## config.mk

```make
export PLATFORM = sky130hd
export DESIGN_NAME = param_register_file
export DESIGN_NICKNAME = d
export VERILOG_FILES = /design/src/rtl/param_register_file.sv
export SDC_FILE = /design/constraint.sdc
export NUM_CORES = 1
export LEC_CHECK = 0
export ABC_AREA = 1
export CORE_UTILIZATION = 58
export DETAILED_ROUTE_END_ITERATION = 8
export DONT_BUFFER_PORTS = 1
export PLACE_DENSITY = 0.76
export SETUP_SLACK_MARGIN = 0.1
export SKIP_LAST_GASP = 1
export SLEW_MARGIN = 15
export SYNTH_ARGS = -nofsm -noshare
export SYNTH_HDL_FRONTEND = slang
export SYNTH_SLANG_ARGS = --single-unit
```

## constraint.sdc

```tcl
create_clock -name clk -period 2.85 [get_ports clk]
set_input_delay 0.855 -clock clk [delete_from_list [all_inputs] [get_ports clk]]
set_output_delay 0.855 -clock clk [all_outputs]
set_load 0.005 [all_outputs]
```

## src/rtl/param_register_file.sv

```systemverilog
// rtl/param_register_file.sv - parametrised register file with clear sweep, bypass, busy scoreboard
module param_register_file #(
  parameter int DATA_W      = 16,
  parameter int NUM_REGS    = 8,
  parameter int ADDR_W      = $clog2(NUM_REGS),
  parameter int NUM_RD      = 2,
  parameter bit SPECIAL_EN  = 1'b1,
  parameter int SPECIAL_IDX = NUM_REGS - 1
) (
  input  logic                     clk,
  input  logic                     rst_n,
  input  logic                     clear_req,
  output logic                     ready,
  input  logic                     we,
  input  logic [ADDR_W-1:0]        wr_addr,
  input  logic [DATA_W-1:0]        wd,
  input  logic [DATA_W-1:0]        ext_special,
  input  logic                     rsv_en,
  input  logic [ADDR_W-1:0]        rsv_addr,
  input  logic [NUM_RD*ADDR_W-1:0] rd_addr,
  output logic [NUM_RD*DATA_W-1:0] rd_data,
  output logic [NUM_RD-1:0]        rd_busy,
  output logic                     wr_err
);

  localparam logic [ADDR_W-1:0] SPEC_ADDR = ADDR_W'(SPECIAL_IDX);
  localparam logic [ADDR_W-1:0] LAST_ADDR = ADDR_W'(NUM_REGS - 1);

  typedef enum logic {ST_CLEAR, ST_READY} state_t;

  state_t              state;
  logic [ADDR_W-1:0]   sweep_cnt;
  logic [NUM_REGS-1:0] busy;
  logic [DATA_W-1:0]   mem [NUM_REGS];

  logic wr_special;
  logic rsv_special;
  logic wr_legal;

  assign wr_special  = SPECIAL_EN && (wr_addr == SPEC_ADDR);
  assign rsv_special = SPECIAL_EN && (rsv_addr == SPEC_ADDR);
  assign wr_legal    = we && !wr_special;

  always_ff @(posedge clk) begin
    if (!rst_n) begin
      state     <= ST_CLEAR;
      sweep_cnt <= '0;
      busy      <= '0;
      wr_err    <= 1'b0;
      ready     <= 1'b0;
    end else begin
      wr_err <= 1'b0;
      case (state)
        ST_CLEAR: begin
          wr_err <= we;
          if (clear_req) begin
            sweep_cnt <= '0;
          end else if (sweep_cnt == LAST_ADDR) begin
            state     <= ST_READY;
            ready     <= 1'b1;
            sweep_cnt <= '0;
          end else begin
            sweep_cnt <= sweep_cnt + 1'b1;
          end
        end
        ST_READY: begin
          if (clear_req) begin
            state     <= ST_CLEAR;
            ready     <= 1'b0;
            sweep_cnt <= '0;
            busy      <= '0;
          end else begin
            wr_err <= we && wr_special;
            if (we) busy[wr_addr] <= 1'b0;
            // Reservation is applied after the write so a new producer keeps the register busy
            if (rsv_en && !rsv_special) busy[rsv_addr] <= 1'b1;
          end
        end
      endcase
    end
  end

  // Storage has no reset; the sweep is what zeroes it
  always_ff @(posedge clk) begin
    if (rst_n) begin
      if (state == ST_CLEAR) begin
        mem[sweep_cnt] <= '0;
      end else if (!clear_req && wr_legal) begin
        mem[wr_addr] <= wd;
      end
    end
  end

  always_comb begin : rd_mux
    logic [ADDR_W-1:0] ra;
    ra      = '0;
    rd_data = '0;
    rd_busy = '0;
    for (int k = 0; k < NUM_RD; k++) begin
      ra = rd_addr[k*ADDR_W +: ADDR_W];
      if (ready) begin
        if (SPECIAL_EN && (ra == SPEC_ADDR)) begin
          rd_data[k*DATA_W +: DATA_W] = ext_special;
        end else if (wr_legal && (ra == wr_addr)) begin
          rd_data[k*DATA_W +: DATA_W] = wd;
        end else begin
          rd_data[k*DATA_W +: DATA_W] = mem[ra];
          rd_busy[k]                  = busy[ra];
        end
      end
    end
  end

endmodule

```

# == Word level (Yosys, flattened, before mapping) ==
# Memories as Yosys holds them, arrays and structs flattened.
# Index checks and enable logic that the tools add are counted.
# word_totals
ram_bits,128
word_cells,90
in_bits,49
register_bits,14
out_inout_bits,36
n_memories,1
# op_classes
bitwise_logic,4
n_lt_le_gt_ge,6
addsub,1
n_eq_ne,10
n_reduce_logical,13
n_mux,50
# memory_table
memory,words,width,read_ports,rd_clocked_by_memory_dff,wr,line_no,text
mem,8,16,2,0,1,34,logic [DATA_W-1:0] mem [NUM_REGS];
# ops
op,count
$mux 16,7
$mux 8,6
$mux 1,25
$lt 3x4->1 const B,4
$reduce_or 16->1,1
$eq 3x3->1 const B,5
$mux 3,4
$and 8x8->8,1
$logic_and 1x1->1,8
$not 8->8,1
$or 8x8->8,1
$bmux 1 s3,2
$demux 1 s3,2
$eq 3x3->1,2
$ge 3x1->1 const B,2
$ne 2x2->1 const B,3
$pmux 1 s2,3
$pmux 3 s2,1
$add 3x1->3 const B,1
$logic_not 1->1,3
$reduce_and 3->1,1
$not 1->1,1

# == Logic depth before layout (Yosys ltp) ==
# depth
ltp_word,13
depth_mapped,11
depth_no_buf,10

# == Least setup slack after synthesis ==
# OpenSTA, ideal clock, no wires.
# synth_path
path_type,input to register
from,input port wr_addr[2]
to,"memory mem[7][0], enable pin"
t_required_ns,2.462
cell_stages,9
arrival_time_ns,2.405
path_buffers,2
setup_slack_ns,0.057
cell_sequence,buf_6 > nand3_1 > nand2_2 > inv_4 > nand2_4 > buf_6 > nand2_1 > o211ai_1 > nor2_1
# synth_via
elab_chain_len,10
# synth_rtl
item,line_no,text
"start, declared",15,"input logic [ADDR_W-1:0] wr_addr,"
$eq 3x3->1,40,assign wr_special = SPECIAL_EN && (wr_addr == SPEC_ADDR);
$logic_not 1->1,42,assign wr_legal = we && !wr_special;
$logic_and 1x1->1,42,
$logic_and 1x1->1,88,end else if (!clear_req && wr_legal) begin
$mux 1,88,
$mux 1,86,if (state == ST_CLEAR) begin
$mux 1,85,if (rst_n) begin
$mux 1 (implied by the code),89,mem[wr_addr] <= wd;
$reduce_or 16->1 (no line),n/a,
$mux 3 (no line) / $mux 1 (equally long branches),n/a,
"end, declared",34,
# Parallel ways exist; a longest one is shown, timed or not.

# == Worst setup path in the final report ==
# layout_path
from,input port rd_addr[4]
to,output port rd_data[17]
# layout_via
elab_chain_len,5
# layout_rtl
item,line_no,text
"start, declared",20,"input logic [NUM_RD*ADDR_W-1:0] rd_addr,"
"parallel branches: the longest is 3 deep, another holds $mem_v2 8x16",n/a,
$mux 16 (*),102,if (SPECIAL_EN && (ra == SPEC_ADDR)) begin
$mux 16 (*),101,if (ready) begin
"end, declared",21,"output logic [NUM_RD*DATA_W-1:0] rd_data,"
# Mark *: on every way between the ends.

==> reports/results.ini <==
[worst_setup_path]
crit_required_ns = 2.00
slowest_delay_ns = 0.22
crit_path_cell_trace = inv_2 -> buf_4 -> o21ai_0 -> nor2_1 -> nor2_1 -> nor2_2 -> nor2_1 -> nor2_1
r2r-start = state
worst-path-max-fanout = 38
critPathCaptureType = primary output
rrSetupSlack_ns = 0.51
crit_path_end = rd_data[17]
crit_slowest_cell = buf_4
reg2regPathDepth = 10
crit_type = input port to primary output
r2r_end = mem[6][0]
critPathArrivalTime_ns = 1.87
crit_start = rd_addr[4]
crit_top_cell = nor2_1
startpoint_type = input port

[yosys]
avgSynthCellArea_um2 = 7.631
seq_area_frac_synth = 0.4880
synth.most_common_cell = nand2_1
synth_cells = 1102
ys_seq_elements = 141
yosysTopAreaCellShare = 0.4571
synth_area_leaders = edfxtp_1, nand2_1, nand3_1
synth_largest_area_cell = edfxtp_1
synth_edf_count = 128
synth.top_cells.by_count = nand2_1, nor2_1, nand3_1
ys_warn_count = 0
synthArstFlopShare = 0
ys_types = 30
syn-cell-area_um2 = 8409
synth_ff_type = edfxtp_1
synthesis.nets = 1153

[timing]
finalSetupViolCount = 0
timing.hold.ws_ns = 0.4971
hold_viol_final = 0
timing.fmax_mhz = 367.3
period_share = 0.9554
relSlewSlack = 0.2700
drv_slew = 0
rsz0062_at_grt = yes
fin_crit_ns = 2.723
fin_skew_ns = 0.005306
tightestPinTransition_ns = 1.094

[global_route]
antenna_found_initial = 0
grt_first_pass_wirelength_um = 38340
grt_use_total = 0.3451
grt-ovfl-total = 0
grt_pass1_vias = 7289
grt_max_degree = 75

[routing]
num_vias = 7958
ant_nets = 0
wl_per_cell_um = 19.62
via_per_inst = 6.084
dr.first_iter.drc_count = 1167
wl_um = 25660
drc = 0
dr.pass1.iters = 6

[floorplanning]
num_rows = 43
start_util = 0.6012
core_area_um2 = 13990
die_y_um = 122.4
num_io_pins = 85
fp.dieW_um = 122.4
die_area_um2 = 14980

[cts]
htreeDepth = 4
clock_sinks = 141
holdBufCountCts = 0
clk_pin_slew_ns = 0.06
clk_path_buf_depth = 2
numCtsBuffers = 17
clk_latency_ns = 0.42
cts_tree = done
clockRootBuffer = clkbuf_16

[pwr]
intPower_mw = 3.838
p_switching_mw = 1.218
max-vdd-ir-drop_uv = 455.6
p_per_area_nw_per_um2 = 520.7
pwr-share-clk = 0.435
p_sw_frac = 0.2409
p_leak_nw = 4.207
p_seq_frac = 0.448
comb_power_share = 0.117

[placed_design]
placed_area_um2 = 8746
port_buffers = 0
post-place-cells = 1264
gp_congestion = 0.8931
hpwlAfterDp_um = 16000

[finish]
stdcell_count = 1308
layout.nets = 1166
area_growth_pct = 15.46
layout-drive-gt1-share = 0.1374
stdcell_area_um2 = 9709
fill_cells = 1100
fin_util = 0.6941
multiInputGateArea_um2 = 3824
seq_area_um2 = 4104
diodes = 0

[min_path]
min_delay_path_depth = 2
min_path_type = register to register

[run]
maxCapViolations = 0

[run_status]
run_status = finished, final reports clean

==> cell usage in the layout, fill, tap and decap left out <==
master | Yosys | final
o22ai_1 | 4 | 4
bufinv_16 | 0 | 3
nor2_8 | 2 | 2
inv_2 | 11 | 10
a21oi_1 | 8 | 8
clkinv_1 | 2 | 2
xnor2_4 | 2 | 2
o211ai_1 | 1 | 1
inv_8 | 0 | 2
ha_1 | 2 | 2
o21a_1 | 1 | 1
buf_6 | 4 | 3
buf_12 | 0 | 8
nor2_2 | 3 | 14
nand2_2 | 8 | 15
nand2_4 | 2 | 5
dfxtp_1 | 13 | 13
edfxtp_1 | 128 | 128
clkinvlp_4 | 0 | 3
nand4_1 | 33 | 33
nand2_1 | 342 | 332
o21ai_0 | 105 | 104
nand3_1 | 141 | 140
buf_8 | 0 | 2
inv_4 | 1 | 2
nor2_1 | 168 | 152
clkinv_2 | 0 | 6
nand3b_1 | 1 | 1
nor3b_1 | 2 | 2
nand3_4 | 2 | 3
nor2_4 | 0 | 5
o21ai_1 | 1 | 2
clkbuf_16 | 0 | 23
inv_1 | 48 | 46
clkbuf_1 | 16 | 2
inv_6 | 0 | 1
buf_4 | 4 | 46
==> worst max-delay path: cells and delay by family <==
family	cells	cell delay, ns
and+or+nand+nor	5	0.55
buffers and inverters	2	0.31
AOI/OAI and AO/OA	1	0.13
==> stage by stage <==
stage / TNS [ns] / power (mW) / setup WS, ns
floorplan: 0 / 2.709 / 0.05697
CTS: 0 / 4.994 / 0.04621
global placement: 0 / 2.804 / 0.007529
detailed placement: -0.02339 / 2.809 / -0.02339
finish: 0 / 5.056 / 0.1271
global route: 0 / 5.214 / 0.08980
==> flip-flops by register name, summed over array words and instances (netlist names) <==
name,cells
mem,128
ready,1
wr_err,1
sweep_cnt,3
busy,7
state,1
==> power groups by stage <==
stage | Combinational [mW] | Sequential (mW) | Clock, mW
floorplan | 0.404 | 2.31 | 0
global placement | 0.498 | 2.31 | 0
detailed placement | 0.502 | 2.31 | 0
CTS | 0.519 | 2.26 | 2.21
global route | 0.640 | 2.27 | 2.31
finish | 0.591 | 2.26 | 2.20
==> cell type report <==
type	instances	share of cell area
repair buffers	65	0.07410
flip-flops and latches	141	0.4227
clock inverters	13	0.01521
well taps	180	0.02320
inverters	62	0.02642
multi-input cells	828	0.3938
clock buffers	19	0.04459
==> kinds of logic after synthesis <==
logic type / Yosys count / synth area share
compound gates: 120 / 0.07261
xor+xnor: 2 / 0.006546
fa+ha+maj: 2 / 0.002975
buf+inv: 133 / 0.07127
flops: 141 / 0.4880
simple gates: 704 / 0.3586
==> worst min-delay path by stage <==
stage	startpoint	end	slack, ns
2_1_floorplan	sweep_cnt[1]	sweep_cnt[1]	0.46
3_3_place_gp	sweep_cnt[1]	sweep_cnt[1]	0.50
3_5_place_dp	sweep_cnt[1]	sweep_cnt[1]	0.50
4_1_cts	sweep_cnt[1]	sweep_cnt[1]	0.50
5_1_grt	busy[6]	busy[6]	0.54
6_report	sweep_cnt[1]	sweep_cnt[1]	0.50
==> metal layers <==
layer / wire, um / GRT usage
met5: 0 / 0
met4: 582 / 0.1341
met3: 3487 / 0.09805
met2: 11390 / 0.5176
met1: 10200 / 0.4735
==> what timing repair did <==
item                                    in CTS  in global routing
gates cloned                                 0                  6
pin swaps                                    3                 16
resized for setup                            9                 44
buffers inserted                             5                  1
endpoints found under the setup margin      33                 33
Note: power is estimated with default switching activity, not from simulation.
